--- src/rtl/pipeline_ctrl.sv ---
// Control and hazard unit for the five-stage ARM pipeline: D-stage decode, E/M/W control
// registers, condition evaluation against NZCV, and stall/flush/forward generation.
module pipeline_ctrl (
    input  logic        clk,
    input  logic        reset,
    input  logic [31:0] InstrD,
    input  logic [3:0]  ALUFlagsE,
    output logic [1:0]  RegSrcD,
    output logic [1:0]  ImmSrcD,
    output logic        ALUSrcE,
    output logic [2:0]  ALUControlE,
    output logic [1:0]  ForwardAE,
    output logic [1:0]  ForwardBE,
    output logic        MemWriteM,
    output logic        RegWriteW,
    output logic        MemtoRegW,
    output logic        BrLW,
    output logic        PCSrcW,
    output logic        StallF,
    output logic        StallD,
    output logic        FlushD,
    output logic        FlushE,
    output logic        BranchTakenE
);

    // D-stage decode
    logic [1:0] op_d;
    logic [3:0] cmd_d;
    logic       reg_write_d, mem_write_d, mem_to_reg_d, brl_d, branch_d;
    logic       flag_write_d, alu_src_d, pc_src_d;
    logic [2:0] alu_ctrl_d;
    logic [3:0] ra1_d, ra2_d, wa3_d;

    assign op_d  = InstrD[27:26];
    assign cmd_d = InstrD[24:21];

    always_comb begin
        reg_write_d  = 1'b0;
        mem_write_d  = 1'b0;
        mem_to_reg_d = 1'b0;
        brl_d        = 1'b0;
        branch_d     = 1'b0;
        flag_write_d = 1'b0;
        alu_src_d    = 1'b0;
        alu_ctrl_d   = 3'b000;
        RegSrcD      = 2'b00;
        wa3_d        = InstrD[15:12];
        unique case (op_d)
            2'b00: begin
                alu_src_d = InstrD[25];
                case (cmd_d)
                    4'b0100: begin alu_ctrl_d = 3'b000; reg_write_d = 1'b1; flag_write_d = InstrD[20]; end
                    4'b0010: begin alu_ctrl_d = 3'b001; reg_write_d = 1'b1; flag_write_d = InstrD[20]; end
                    4'b0000: begin alu_ctrl_d = 3'b010; reg_write_d = 1'b1; flag_write_d = InstrD[20]; end
                    4'b1100: begin alu_ctrl_d = 3'b011; reg_write_d = 1'b1; flag_write_d = InstrD[20]; end
                    4'b1010: begin alu_ctrl_d = 3'b001; flag_write_d = InstrD[20]; end
                    default: ;
                endcase
            end
            2'b01: begin
                alu_src_d = 1'b1;
                if (InstrD[20]) begin
                    mem_to_reg_d = 1'b1;
                    reg_write_d  = 1'b1;
                end else begin
                    mem_write_d = 1'b1;
                    RegSrcD[1]  = 1'b1;  // store data comes from Rd
                end
            end
            2'b10: begin
                branch_d   = 1'b1;
                alu_src_d  = 1'b1;
                RegSrcD[0] = 1'b1;
                if (InstrD[24]) begin
                    brl_d       = 1'b1;
                    reg_write_d = 1'b1;
                    wa3_d       = 4'd14;
                end
            end
            2'b11: ;
        endcase
    end

    assign ImmSrcD = op_d;
    assign ra1_d   = RegSrcD[0] ? 4'd15 : InstrD[19:16];
    assign ra2_d   = RegSrcD[1] ? InstrD[15:12] : InstrD[3:0];
    // Gated by reset so the combinational stall/flush outputs read 0 while reset is held.
    assign pc_src_d = reset & reg_write_d & (wa3_d == 4'd15) & ~branch_d;

    // E-stage registers
    logic       rw_e_q, mw_e_q, mtr_e_q, brl_e_q, br_e_q, fw_e_q, pcs_e_q, alu_src_e_q;
    logic [2:0] alu_ctrl_e_q;
    logic [3:0] cond_e_q, ra1_e_q, ra2_e_q, wa3_e_q;
    logic [3:0] nzcv_q;

    logic       cond_ex_e, reg_write_e, mem_write_e, pc_src_e, flag_write_e;
    logic       n_f, z_f, c_f, v_f;
    assign {n_f, z_f, c_f, v_f} = nzcv_q;

    always_comb begin
        cond_ex_e = 1'b0;
        unique case (cond_e_q)
            4'b0000: cond_ex_e = z_f;
            4'b0001: cond_ex_e = ~z_f;
            4'b0010: cond_ex_e = c_f;
            4'b0011: cond_ex_e = ~c_f;
            4'b0100: cond_ex_e = n_f;
            4'b0101: cond_ex_e = ~n_f;
            4'b0110: cond_ex_e = v_f;
            4'b0111: cond_ex_e = ~v_f;
            4'b1000: cond_ex_e = c_f & ~z_f;
            4'b1001: cond_ex_e = ~c_f | z_f;
            4'b1010: cond_ex_e = (n_f == v_f);
            4'b1011: cond_ex_e = (n_f != v_f);
            4'b1100: cond_ex_e = ~z_f & (n_f == v_f);
            4'b1101: cond_ex_e = z_f | (n_f != v_f);
            4'b1110: cond_ex_e = 1'b1;
            4'b1111: cond_ex_e = 1'b0;
        endcase
    end

    assign reg_write_e  = rw_e_q & cond_ex_e;
    assign mem_write_e  = mw_e_q & cond_ex_e;
    assign pc_src_e     = pcs_e_q & cond_ex_e;
    assign flag_write_e = fw_e_q & cond_ex_e;
    assign BranchTakenE = br_e_q & cond_ex_e;
    assign ALUSrcE      = alu_src_e_q;
    assign ALUControlE  = alu_ctrl_e_q;

    // M- and W-stage registers
    logic       rw_m_q, mw_m_q, mtr_m_q, brl_m_q, pcs_m_q;
    logic [3:0] wa3_m_q;
    logic       rw_w_q, mtr_w_q, brl_w_q, pcs_w_q;
    logic [3:0] wa3_w_q;

    assign MemWriteM = mw_m_q;
    assign RegWriteW = rw_w_q;
    assign MemtoRegW = mtr_w_q;
    assign BrLW      = brl_w_q;
    assign PCSrcW    = pcs_w_q;

    // Hazards
    logic ldr_stall, pc_wr_pend;
    assign ldr_stall  = mtr_e_q & reg_write_e & ((wa3_e_q == ra1_d) | (wa3_e_q == ra2_d));
    assign pc_wr_pend = pc_src_d | pc_src_e | pcs_m_q;
    assign StallF     = ldr_stall | pc_wr_pend;
    assign StallD     = ldr_stall;
    assign FlushE     = ldr_stall | BranchTakenE;
    assign FlushD     = ((pc_wr_pend | pcs_w_q | BranchTakenE) & ~StallD) | BranchTakenE;

    always_comb begin
        ForwardAE = 2'b00;
        if (rw_m_q && wa3_m_q == ra1_e_q && wa3_m_q != 4'd15) ForwardAE = 2'b10;
        else if (rw_w_q && wa3_w_q == ra1_e_q && wa3_w_q != 4'd15) ForwardAE = 2'b01;
        ForwardBE = 2'b00;
        if (rw_m_q && wa3_m_q == ra2_e_q && wa3_m_q != 4'd15) ForwardBE = 2'b10;
        else if (rw_w_q && wa3_w_q == ra2_e_q && wa3_w_q != 4'd15) ForwardBE = 2'b01;
    end

    // D->E: a flush loads a bubble; a stalled D instruction is re-decoded next cycle.
    always_ff @(posedge clk or negedge reset) begin
        if (!reset) begin
            {rw_e_q, mw_e_q, mtr_e_q, brl_e_q, br_e_q, fw_e_q, pcs_e_q, alu_src_e_q} <= '0;
            alu_ctrl_e_q <= '0;
            cond_e_q     <= '0;
            ra1_e_q      <= '0;
            ra2_e_q      <= '0;
            wa3_e_q      <= '0;
        end else if (FlushE) begin
            {rw_e_q, mw_e_q, mtr_e_q, brl_e_q, br_e_q, fw_e_q, pcs_e_q, alu_src_e_q} <= '0;
            alu_ctrl_e_q <= '0;
            cond_e_q     <= '0;
            ra1_e_q      <= '0;
            ra2_e_q      <= '0;
            wa3_e_q      <= '0;
        end else begin
            rw_e_q       <= reg_write_d;
            mw_e_q       <= mem_write_d;
            mtr_e_q      <= mem_to_reg_d;
            brl_e_q      <= brl_d;
            br_e_q       <= branch_d;
            fw_e_q       <= flag_write_d;
            pcs_e_q      <= pc_src_d;
            alu_src_e_q  <= alu_src_d;
            alu_ctrl_e_q <= alu_ctrl_d;
            cond_e_q     <= InstrD[31:28];
            ra1_e_q      <= ra1_d;
            ra2_e_q      <= ra2_d;
            wa3_e_q      <= wa3_d;
        end
    end

    always_ff @(posedge clk or negedge reset) begin
        if (!reset) begin
            {rw_m_q, mw_m_q, mtr_m_q, brl_m_q, pcs_m_q} <= '0;
            wa3_m_q <= '0;
            {rw_w_q, mtr_w_q, brl_w_q, pcs_w_q} <= '0;
            wa3_w_q <= '0;
            nzcv_q  <= '0;
        end else begin
            rw_m_q  <= reg_write_e;
            mw_m_q  <= mem_write_e;
            mtr_m_q <= mtr_e_q;
            brl_m_q <= brl_e_q;
            pcs_m_q <= pc_src_e;
            wa3_m_q <= wa3_e_q;
            rw_w_q  <= rw_m_q;
            mtr_w_q <= mtr_m_q;
            brl_w_q <= brl_m_q;
            pcs_w_q <= pcs_m_q;
            wa3_w_q <= wa3_m_q;
            if (flag_write_e) nzcv_q <= ALUFlagsE;
        end
    end

endmodule

--- config.mk ---
export PLATFORM = sky130hd
export DESIGN_NAME = pipeline_ctrl
export DESIGN_NICKNAME = d
export VERILOG_FILES = /design/src/rtl/pipeline_ctrl.sv
export SDC_FILE = /design/constraint.sdc
export NUM_CORES = 1
export LEC_CHECK = 0
export BUFFER_PORTS_ARGS = -buffer_cell sky130_fd_sc_hd__buf_4
export CAP_MARGIN = 0
export CORE_MARGIN = 2
export CORE_UTILIZATION = 53
export CTS_BUF_LIST = sky130_fd_sc_hd__clkbuf_4
export DETAILED_ROUTE_END_ITERATION = 12
export GPL_TIMING_DRIVEN = 0
export PLACE_DENSITY = 0.8
export SLEW_MARGIN = 20
export SYNTH_ARGS = -nofsm -noshare
export SYNTH_HDL_FRONTEND = slang
export SYNTH_SLANG_ARGS = --single-unit
--- constraint.sdc ---
create_clock -name clk -period 5.4 [get_ports clk]
set_input_delay 1.62 -clock clk [delete_from_list [all_inputs] [get_ports clk]]
set_output_delay 1.62 -clock clk [all_outputs]
set_load 0.02 [all_outputs]
-- Yosys cells after proc, flatten, opt, wreduce, memory -nomap -nowiden
Index checks and enable logic that the tools add are counted.
- flip-flop bits (word level): 48
- input bits: 38
- output and inout port bits: 22
- word-level logic and storage cells: 137
- eq/ne operators: 32
- mux-type cells: 36
- bitwise logic cells: 29
- reduce and logical (&&, ||, !) cells: 15
- operators by type and width (kind ; number):
    4-bit equality test (second input constant) ; 11
    4-bit 2-to-1 mux ; 8
    4-bit equality test ; 6
    4-bit by 3-bit equality test with 1-bit output (second input constant) ; 5
    1-bit 2-to-1 mux ; 20
    1-bit one-hot mux with 16 select lines ; 1
    1-bit bitwise AND ; 13
    4-bit by 2-bit equality test with 1-bit output (second input constant) ; 3
    1-bit OR ; 10
    1-bit logical AND ; 8
    4-bit zero test ; 2
    4-bit inequality test (second input constant) ; 2
    2-bit 2-to-1 mux ; 3
    1-bit NOT ; 6
    2-bit one-hot mux with 3 select lines ; 1
    5-bit OR reduction ; 1
    4-bit by 1-bit equality test with 1-bit output (second input constant) ; 1
    2-bit OR reduction ; 2
    4-bit OR reduction ; 1
    3-bit 2-to-1 mux ; 1
    1-bit one-hot mux with 3 select lines ; 1
    2-bit by 1-bit equality test with 1-bit output (second input constant) ; 1
    2-bit equality test (second input constant) ; 1
    2-bit zero test ; 1
    other kinds (3) ; 3

-- Longest topological paths before layout
Gate-level depths: netlist (run 1).
- depth in word-level cells: 13
- mapped depth: 11
- depth with buffers taken out: 8

-- Worst setup path after synthesis (run 1)
OpenSTA, ideal clock, no wires.
- path type: input port to output port
- from: in InstrD[26]
- to: out FlushD
- arrival time: 3.336 ns
- data required time: 3.780 ns
- path slack: 0.444 ns
- stages on the path: 8
- buffers on the path: 0
- cell sequence: inv_1 -> ha_1 -> or3_1 -> a21oi_1 -> o22ai_1 -> a21oi_1 -> nor2b_1 -> a21boi_0
- elaborated cells on any way between the ends: 25
- those cells by class: eq/ne (5); mux (6); bitwise (13); reduce/logical (1)
- RTL lines (element ; line ; text):
    start, declared ; 6 ; input logic [31:0] InstrD,
    2-bit equality test ; 48 ; unique case (op_d)
    1-bit 2-to-1 mux ; 48 ;
    named net branch_d ; 29 ; logic reg_write_d, mem_write_d, mem_to_reg_d, brl_d, branch_d;
    4-bit 2-to-1 mux ; 85 ; assign ra1_d = RegSrcD[0] ? 4'd15 : InstrD[19:16];
    4-bit equality test ; 144 ; assign ldr_stall = mtr_e_q & reg_write_e & ((wa3_e_q == ra1_d) | (wa3_e_q == ra2_d));
    1-bit OR ; 144 ;
    1-bit bitwise AND ; 144 ;
    named net StallD ; 20 ; output logic StallD,
    1-bit NOT ; 149 ; assign FlushD = ((pc_wr_pend | pcs_w_q | BranchTakenE) & ~StallD) | BranchTakenE;
    1-bit bitwise AND ; 149 ;
    1-bit OR ; 149 ;
    end, declared ; 21 ; output logic FlushD,
The timed path passes the listed nets, and every way through them passes these cells.

-- Final worst setup path (run 1)
- from: in InstrD[26]
- to: out FlushD
- elaborated cells on any way between the ends: 25
- those cells by class: eq/ne (5); mux (6); bitwise (13); reduce/logical (1)
- RTL lines (element ; line ; text):
    2-bit equality test (*) ; 48 ;
    1-bit 2-to-1 mux (*) ; 48 ;
    named net branch_d ; 29 ;
    1-bit NOT ; 88 ; assign pc_src_d = reset & reg_write_d & (wa3_d == 4'd15) & ~branch_d;
    1-bit bitwise AND ; 88 ;
    1-bit OR (2 in series) ; 145 ; assign pc_wr_pend = pc_src_d | pc_src_e | pcs_m_q;
    1-bit OR (2 in series) ; 149 ;
    1-bit bitwise AND (*) ; 149 ;
    1-bit OR (*) ; 149 ;
Mark *: on every way through the listed nets, which the timed path passes. The rest lies on a longest branch.

==> results.sh, run 1 <==
export IMPL_outcome="complete, no violations"
export IMPL_min_to="MemtoRegW"
export IMPL_power_density_nw_per_um2=294
export IMPL_htree_levels=2
export IMPL_critPathBufInv=4
export IMPL_worstHoldStart="mtr_m_q"
export IMPL_grtUsageMet2=0.346
export IMPL_avgSynthCellArea_um2=10.7
export IMPL_cp_top_family="simple AND/OR/NAND/NOR gates"
export IMPL_first_global_vias=1653
export IMPL_crit_path_end_kind="output pin"
export IMPL_globalplace_congestion=0.857
export IMPL_path_max_fanout=10
export IMPL_relSlewSlack=0.623
export IMPL_hold_violations=0
export IMPL_io_buffers=50
export IMPL_tns_ns=0
export IMPL_cts_root_buf="clkbuf_4"
export IMPL_grt_ovfl_total=0
export IMPL_skew_ns=0.0101
export IMPL_track_usage=0.202
export IMPL_ys_ff_latch=47
export IMPL_tightest_slew_ns=0.566
export IMPL_post_route_drc_count=0
export IMPL_post_route_cell_area_um2=2820
export IMPL_dr_pass1_iters=5
export IMPL_crit_top_cell="buf_4"
export IMPL_path_class="in -> out"
export IMPL_clk_pin_slew_ns=0.14
export IMPL_fillerInstances=321
export IMPL_diodes=0
export IMPL_clock_latency_ns=0.37
export IMPL_met3_usage=0.0538
export IMPL_setup_violations=0
export IMPL_ios=60
export IMPL_synth_cells=214
export IMPL_use_met1=0.245
export IMPL_multi_input_area_um2=1010
export IMPL_vias=1669
export IMPL_dieWidth_um=69.8
export IMPL_syn_area_um2=2290
export IMPL_power_w=0.000828
export IMPL_worstPathCellList="buf_4 > inv_1 > ha_1 > clkbuf_1 > nor4bb_1 > nand3_1 > nor3_1 > nor2_1 > o211ai_1 > a21boi_0 > buf_4"
export IMPL_drive_gt1_frac=0.290
export IMPL_grt_setup_unrepaired="false"
export IMPL_holdPathStages=0
export IMPL_drt_iter0_drc=78
export IMPL_dpl_instance_area_um2=2730
export IMPL_postCtsHoldBufs=0
export IMPL_rr_worst_depth=9
export IMPL_die_y_um=69.8
export IMPL_ys_flop_type="dfrtp_1"
export IMPL_maxCapViolCount=0
export IMPL_core_um2=4090
export IMPL_cts_sinks=47
export IMPL_antenna_found_initial=0
export IMPL_placementRows=23
export IMPL_crit_arrival_ns=3.55
export IMPL_worstPathRequired_ns=3.78
export IMPL_yosysWarnings=0
export IMPL_dieArea_um2=4870
export IMPL_finalCritPeriodShare=0.957
export IMPL_syn_to_final_growth_pct=22.7
export IMPL_tritoncts="built"
export IMPL_fin_nets=313
export IMPL_cpPeakStageDelay_ns=0.31
export IMPL_postCtsSetupBuffers=0
export IMPL_start_util=0.561
export IMPL_post_cts_resize_count=0
export IMPL_synth_fp_nets=256
export IMPL_grt_busiest_layer="met2"
export IMPL_grt_pass1_wl_mm=7.63
export IMPL_ys_seq_area_frac=0.513
export IMPL_period_needed_ns=5.17
export IMPL_worstReg2RegEnd="ra2_e_q[3]"
export IMPL_synth_cell_type_count=40
export IMPL_grt_max_degree=49
export IMPL_fmax_mhz=194
export IMPL_r2r_slack_ns=3.22
export IMPL_register_area_um2=1180
export IMPL_maxSlewViolCount=0
export IMPL_reg2reg_from="wa3_e_q[3]"
export IMPL_async_reset_ff_frac=1.00
export IMPL_critPathSlowestCell="nor4bb_1"
export IMPL_viasPerCell=5.18
export IMPL_hold_class="reg -> reg"
export IMPL_ant_nets=0
export IMPL_place_hpwl_mm=3.20
export IMPL_p_leak_nw=1.31
export IMPL_wl_per_cell_um=13.6
export IMPL_clock_path_buffers=2
export IMPL_cts_buffers_inserted=5
export IMPL_drt_wl_total_mm=4.38
export IMPL_synth_edf_count=0
export IMPL_startpoint_type="primary input"
export IMPL_max_vdd_ir_drop_mv=0.197
[per-layer routing]
metal,vias to the layer above,wire (um)
met5,-,0
met4,0,67
met3,5,217
met2,45,2200
met1,788,1890
li1,831,-
[cells in the mapped netlist, types with 2 or more instances]
cell type | instances | area (um2)
o21ai_0 | 3 | 15.0
buf_6 | 3 | 33.8
mux2_2 | 4 | 45.0
nand2_1 | 13 | 48.8
buf_2 | 3 | 15.0
buf_4 | 5 | 37.5
inv_1 | 5 | 18.8
ha_1 | 4 | 50.1
nor3_2 | 2 | 20.0
dfrtp_1 | 47 | 1180
nand4_1 | 7 | 43.8
or3_1 | 2 | 12.5
nor2_1 | 26 | 97.6
nor2b_1 | 14 | 87.6
mux2i_1 | 6 | 60.1
a21oi_1 | 9 | 45.0
xor2_1 | 11 | 96.3
nand3_1 | 4 | 20.0
o41ai_1 | 3 | 26.3
nor4_1 | 2 | 12.5
nand2b_1 | 3 | 18.8
nor3_1 | 3 | 15.0
xnor2_1 | 18 | 158
[logic make-up after synthesis]
logic type               synth area share
AND/OR/NAND/NOR                     0.184
flip-flops                          0.513
XOR/XNOR                            0.111
AO/OA/AOI/OAI                      0.0758
buffers and inverters              0.0475
multiplexers                       0.0458
adder cells (fa/ha/maj)            0.0218
other                             0.00164
[stage by stage]
stage          instances  hold WS (ns)  setup slack, ns  utilization
2_1_floorplan        214         0.331            0.444            -
6_report             322         0.357            0.234        0.689
3_3_place_gp         314         0.334            0.243        0.668
3_5_place_dp         314         0.335            0.223        0.668
5_1_grt              322         0.376           0.0636        0.689
4_1_cts              322         0.362            0.211        0.689
[power by group]
group,switching [W],internal [W]
logic,0.0000897,0.0000989
registers,0.0000353,0.000388
clock network,0.000117,0.0000990
total,0.000242,0.000586
[area by class of cell]
type / instances / area share
Multi-Input combinational cell: 150 / 0.358
Clock buffer: 5 / 0.0133
Timing Repair Buffer: 50 / 0.133
Clock inverter: 3 / 0.0164
Inverter: 5 / 0.00667
Sequential cell: 47 / 0.418
Tap cell: 50 / 0.0222
Buffer: 12 / 0.0320
[layout by cell type, fill, tap and decap left out, types with 3 or more instances in the layout]
master     n
buf_4     55
dfrtp_1   47
nor2_1    26
xnor2_1   18
nor2b_1   14
nand2_1   13
xor2_1    11
a21oi_1    9
nand4_1    7
mux2i_1    6
inv_1      5
clkbuf_4   5
nand3_1    4
mux2_2     4
ha_1       4
nor3_1     3
buf_2      3
o21ai_0    3
nand2b_1   3
o41ai_1    3
buf_6      3
[state kept, by name, indices dropped and copies added (netlist names), 2 cells and up]
register,cells
ALUControlE,2
cond_e_q,4
nzcv_q,4
ra1_e_q,4
ra2_e_q,4
wa3_e_q,4
wa3_m_q,4
wa3_w_q,4
[worst max path at each step]
stage | endpoint | startpoint | slack (ns) | cells after the start
after floorplan | FlushD | InstrD[26] | 0.44 | 8
after global placement | FlushD | InstrD[26] | 0.24 | 11
after detailed placement | FlushD | InstrD[26] | 0.22 | 11
after CTS | FlushD | InstrD[26] | 0.21 | 11
after global routing | FlushD | InstrD[26] | 0.06 | 11
final | FlushD | InstrD[26] | 0.23 | 11
Note: power is estimated with default switching activity, not from simulation.
==> run 2: changes to the inputs <==
--- a/config.mk
+++ b/config.mk
@@ -7,6 +7,7 @@
 export LEC_CHECK = 0
 export BUFFER_PORTS_ARGS = -buffer_cell sky130_fd_sc_hd__buf_4
 export CAP_MARGIN = 0
+export CORE_ASPECT_RATIO = 1.25
 export CORE_MARGIN = 2
 export CORE_UTILIZATION = 53
 export CTS_BUF_LIST = sky130_fd_sc_hd__clkbuf_4
==> run 2 against run 1 <==
Against the previous run:
- first-iteration DRC count fell by 42%
- non-clock buffer count did not move
- critical path type unchanged
- wire length fell by 6.5%
- sequential cell count did not move
- sequential share of layout area rose by 0.45 points
- worst hold slack improved by 0.0035 ns
- setup slack got worse by 0.044 ns
- core utilization fell by 1.5 points
- via count fell by 0.90%
==> results.sh, run 2 (synthesis results as in run 1) <==
export IMPL_outcome="complete, no violations"
export IMPL_wl_per_cell_um=12.5
export IMPL_first_global_vias=1693
export IMPL_maxSlewViolCount=0
export IMPL_clock_latency_ns=0.34
export IMPL_placed_cells=320
export IMPL_ios=60
export IMPL_cts_buffers_inserted=5
export IMPL_skew_ns=0.00865
export IMPL_ant_nets=0
export IMPL_relSlewSlack=0.623
export IMPL_power_share_clock=0.192
export IMPL_fin_cells=327
export IMPL_worstHoldStart="mtr_m_q"
export IMPL_min_to="MemtoRegW"
export IMPL_vias=1654
export IMPL_grt_pass1_wl_mm=7.23
export IMPL_tns_ns=0
export IMPL_grt_setup_unrepaired="false"
export IMPL_placementRows=26
export IMPL_period_needed_ns=5.21
export IMPL_crit_arrival_ns=3.59
export IMPL_fin_nets=313
export IMPL_drive_gt1_frac=0.284
export IMPL_holdPathStages=0
export IMPL_worst_hold_slack_ns=0.361
export IMPL_multi_input_area_um2=1010
export IMPL_viasPerCell=5.06
export IMPL_clock_path_buffers=2
export IMPL_postCtsHoldBufs=0
export IMPL_layout_commonest_cell="buf_4"
export IMPL_core_um2=4130
export IMPL_swShare=0.292
export IMPL_power_w=0.000753
export IMPL_p_leak_nw=1.30
export IMPL_rr_worst_depth=9
export IMPL_hold_class="reg -> reg"
export IMPL_power_internal_w=0.000533
export IMPL_hold_violations=0
export IMPL_setup_violations=0
export IMPL_tightest_slew_ns=0.566
export IMPL_dieWidth_um=62.8
export IMPL_post_cts_resize_count=0
export IMPL_path_max_fanout=10
export IMPL_die_y_um=77.5
export IMPL_cts_root_buf="clkbuf_4"
export IMPL_drt_iter0_drc=45
export IMPL_r2r_slack_ns=3.28
export IMPL_switchingPower_w=0.000220
export IMPL_globalplace_congestion=0.840
export IMPL_drt_wl_total_mm=4.09
export IMPL_start_util=0.555
export IMPL_maxCapViolCount=0
export IMPL_postCtsSetupBuffers=0
export IMPL_power_density_nw_per_um2=270
export IMPL_tritoncts="built"
export IMPL_antenna_found_initial=0
export IMPL_reg2reg_from="wa3_e_q[3]"
export IMPL_dr_pass1_iters=4
export IMPL_seq_power_share=0.562
export IMPL_cts_sinks=47
export IMPL_fillerInstances=366
export IMPL_post_route_drc_count=0
export IMPL_worstPathRequired_ns=3.78
export IMPL_diodes=0
export IMPL_grt_ovfl_total=0
export IMPL_crit_path_end_kind="output pin"
export IMPL_syn_to_final_growth_pct=21.4
export IMPL_place_hpwl_mm=3.22
export IMPL_clk_pin_slew_ns=0.12
export IMPL_startpoint_type="primary input"
export IMPL_io_buffers=50
export IMPL_fmax_mhz=192
export IMPL_dieArea_um2=4870
export IMPL_pwr_share_comb=0.246
export IMPL_worstReg2RegEnd="fw_e_q"
export IMPL_path_class="in -> out"
export IMPL_register_area_um2=1180
export IMPL_final_cell_mix="buf_4 (55), dfrtp_1 (47), nor2_1 (26)"
export IMPL_max_vdd_ir_drop_mv=0.204
export IMPL_finalCritPeriodShare=0.965
export IMPL_track_usage=0.188
export IMPL_grt_max_degree=49
export IMPL_htree_levels=2
[run 2: cell types whose count changed in the layout (fill, tap and decap cells not counted)]
| cell | change |
|---|---|
| clkinv_1 | +1 |
| clkinvlp_4 | -1 |
| inv_6 | -1 |
| bufinv_16 | -1 |
| clkinv_2 | +1 |
[run 2: worst max path at each step]
stage                    start  depth (start not counted)      to
CTS                 InstrD[26]                         11  FlushD
finish              InstrD[26]                         11  FlushD
floorplan           InstrD[26]                          8  FlushD
detailed placement  InstrD[26]                         11  FlushD
global placement    InstrD[26]                         11  FlushD
global route        InstrD[26]                         11  FlushD
[run 2: layout make-up]
cell class                      count  share of cell area
Buffer                             12              0.0323
Clock buffer                        5              0.0135
Clock inverter                      2             0.00314
Inverter                            5             0.00674
Multi-Input combinational cell    150               0.362
Sequential cell                    47               0.422
Tap cell                           56              0.0252
Timing Repair Buffer               50               0.135
[run 2: power by group through the flow]
stage / Sequential, W / Clock (W) / Combinational [W]
global placement: 0.000429 / 0 / 0.000183
finish: 0.000423 / 0.000145 / 0.000185
global route: 0.000429 / 0.000165 / 0.000205
CTS: 0.000424 / 0.000150 / 0.000188
detailed placement: 0.000431 / 0 / 0.000187
floorplan: 0.000426 / 0 / 0.000126
[run 2: worst max-delay path, stage by stage]
cell and delay, ns:
buf_4 0.10, inv_1 0.06, ha_1 0.28, clkbuf_1 0.27
nor4bb_1 0.32, nand3_1 0.12, nor3_1 0.28, nor2_1 0.10
o211ai_1 0.09, a21boi_0 0.19, buf_4 0.17
[run 2: metrics by stage]
stage	utilization	worst slack (ns)	area (um2)
CTS	0.674	0.200	2790
global route	0.674	0.0101	2790
finish	0.674	0.190	2790
global placement	0.663	0.250	2740
detailed placement	0.663	0.205	2740
floorplan	-	0.444	2290
[run 2: routing by layer]
metal,vias up,global-route usage,share of wire
met1,787,0.221,0.42
met5,-,0,0
li1,828,-,-
met2,34,0.341,0.53
met3,5,0.0348,0.032
met4,0,0.0711,0.016
==> run 3: changes to the inputs <==
--- a/config.mk
+++ b/config.mk
@@ -14,6 +14,7 @@
 export DETAILED_ROUTE_END_ITERATION = 12
 export GPL_TIMING_DRIVEN = 0
 export PLACE_DENSITY = 0.8
+export RECOVER_POWER = 100
 export SLEW_MARGIN = 20
 export SYNTH_ARGS = -nofsm -noshare
 export SYNTH_HDL_FRONTEND = slang
==> run 3 against run 2 <==
Against the previous run:
- setup slack worse by 0.020 ns
- wire length up 0.37%
- sequential share of layout area up 1.5 points
- combinational power down 5%
- register-to-register slack worse by 0.26 ns
- critical path depth unchanged
- global-route usage unchanged
- die area unchanged
- critical path type unchanged
- via count up 1.6%
- core utilization down 2.4 points
- non-clock buffer count unchanged
- largest power group unchanged
- worst hold slack better by 0.0050 ns
==> results.sh, run 3 (synthesis results as in run 1) <==
export IMPL_placementRows=26
export IMPL_dieArea_um2=4870
export IMPL_first_global_vias=1693
export IMPL_power_internal_w=0.000525
export IMPL_switchingPower_w=0.000218
export IMPL_cpPeakStageDelay_ns=0.32
export IMPL_setup_violations=0
export IMPL_pre_cts_ws_ns=0.205
export IMPL_critPathSlowestCell="nor4bb_1"
export IMPL_p_leak_nw=1.21
export IMPL_core_um2=4130
export IMPL_fillerInstances=390
export IMPL_start_util=0.555
export IMPL_worstPathRequired_ns=3.78
export IMPL_final_cell_mix="dfrtp_1 (47), buf_4 (36), nor2_1 (26)"
export IMPL_power_density_nw_per_um2=276
export IMPL_htree_levels=2
export IMPL_ios=60
export IMPL_crit_arrival_ns=3.61
export IMPL_dieWidth_um=62.8
export IMPL_path_max_fanout=10
export IMPL_pwr_share_comb=0.236
export IMPL_tightest_slew_ns=0.566
export IMPL_track_usage=0.188
export IMPL_tritoncts="built"
export IMPL_vias=1681
export IMPL_diodes=0
export IMPL_crit_path_end_kind="output pin"
export IMPL_layout_commonest_cell="dfrtp_1"
export IMPL_grt_setup_unrepaired="false"
export IMPL_drt_wl_total_mm=4.11
export IMPL_fin_ws_ns=0.170
export IMPL_fin_nets=313
export IMPL_path_class="in -> out"
export IMPL_dr_pass1_iters=4
export IMPL_seq_power_share=0.570
export IMPL_clock_latency_ns=0.34
export IMPL_die_y_um=77.5
export IMPL_post_cts_resize_count=0
export IMPL_relSlewSlack=0.623
export IMPL_io_buffers=50
export IMPL_clk_pin_slew_ns=0.12
export IMPL_antenna_found_initial=0
export IMPL_cts_sinks=47
export IMPL_maxSlewViolCount=0
export IMPL_fmax_mhz=191
export IMPL_wl_per_cell_um=12.6
export IMPL_swShare=0.294
export IMPL_grt_pass1_wl_mm=7.23
export IMPL_postCtsSetupBuffers=0
export IMPL_grt_max_degree=49
export IMPL_maxCapViolCount=0
export IMPL_syn_to_final_growth_pct=17.2
export IMPL_postCtsHoldBufs=0
export IMPL_startpoint_type="primary input"
export IMPL_finalCritPeriodShare=0.968
export IMPL_crit_top_cell="buf_4"
export IMPL_grt_ovfl_total=0
export IMPL_outcome="complete, no violations"
export IMPL_post_route_drc_count=0
export IMPL_hold_violations=0
export IMPL_viasPerCell=5.14
export IMPL_ant_nets=0
export IMPL_tns_ns=0
export IMPL_max_vdd_ir_drop_mv=0.203
export IMPL_drt_iter0_drc=44
export IMPL_skew_ns=0.00855
export IMPL_worstPathCellList="buf_4 > inv_1 > ha_1 > clkbuf_1 > nor4bb_1 > nand3_1 > nor3_1 > nor2_1 > o211ai_1 > a21boi_0 > buf_4"
export IMPL_cts_buffers_inserted=5
export IMPL_globalplace_congestion=0.840
export IMPL_power_share_clock=0.194
export IMPL_drive_gt1_frac=0.196
export IMPL_hold_class="reg -> reg"
export IMPL_place_hpwl_mm=3.22
export IMPL_clock_path_buffers=2
export IMPL_cts_root_buf="clkbuf_4"
export IMPL_period_needed_ns=5.23
[run 3: critical path, delay by kind of cell]
kind | cells | cell delay, ns
adder cells (fa/ha/maj) | 1 | 0.28
AO/OA/AOI/OAI | 2 | 0.28
buffers and inverters | 4 | 0.59
AND/OR/NAND/NOR | 4 | 0.83
[run 3: area by class of cell]
cell class | count | area [um2] | share of cell area
Sequential cell | 47 | 1180 | 0.438
Multi-Input combinational cell | 150 | 986 | 0.367
Timing Repair Buffer | 50 | 309 | 0.115
Buffer | 12 | 81.3 | 0.0303
Tap cell | 56 | 70.1 | 0.0261
Clock buffer | 5 | 37.5 | 0.0140
Inverter | 5 | 18.8 | 0.00698
Clock inverter | 2 | 8.76 | 0.00326
[run 3: worst paths after layout]
kind | from | to | slack (ns) | cells after the start
max | InstrD[26] | FlushD | 0.17 | 11
min | brl_m_q | BrLW | 0.37 | 0
max reg2reg | wa3_e_q[3] | ra2_e_q[3] | 3.02 | 9
min reg2reg | brl_m_q | BrLW | 0.37 | 0
max in group asynchronous | reset | ALUControlE[0] | 3.76 | 1
min in group asynchronous | reset | wa3_e_q[2] | 1.26 | 1
[run 3: power groups by stage]
stage	clock network, W	logic [W]	registers (W)
final	0.000144	0.000176	0.000423
after CTS	0.000150	0.000188	0.000424
after global routing	0.000165	0.000195	0.000429
after global placement	0	0.000183	0.000429
after detailed placement	0	0.000187	0.000431
after floorplan	0	0.000126	0.000426
[run 3: per-layer routing]
metal	vias up	share of wire	wire length [um]	global-route usage
met1	804	0.41	1690	0.221
met3	7	0.041	170	0.0348
met4	0	0.018	73	0.0711
met5	-	0	0	0
li1	827	-	-	-
met2	43	0.53	2170	0.341
[run 3: through the flow]
step                hold slack, ns  instances  area, um2  utilization  total power [W]
floorplan                    0.331        214       2290            -         0.000552
global placement             0.335        320       2740        0.663         0.000612
detailed placement           0.340        320       2740        0.663         0.000618
CTS                          0.361        327       2790        0.674         0.000762
global route                 0.377        327       2690        0.651         0.000789
finish                       0.366        327       2690        0.651         0.000743
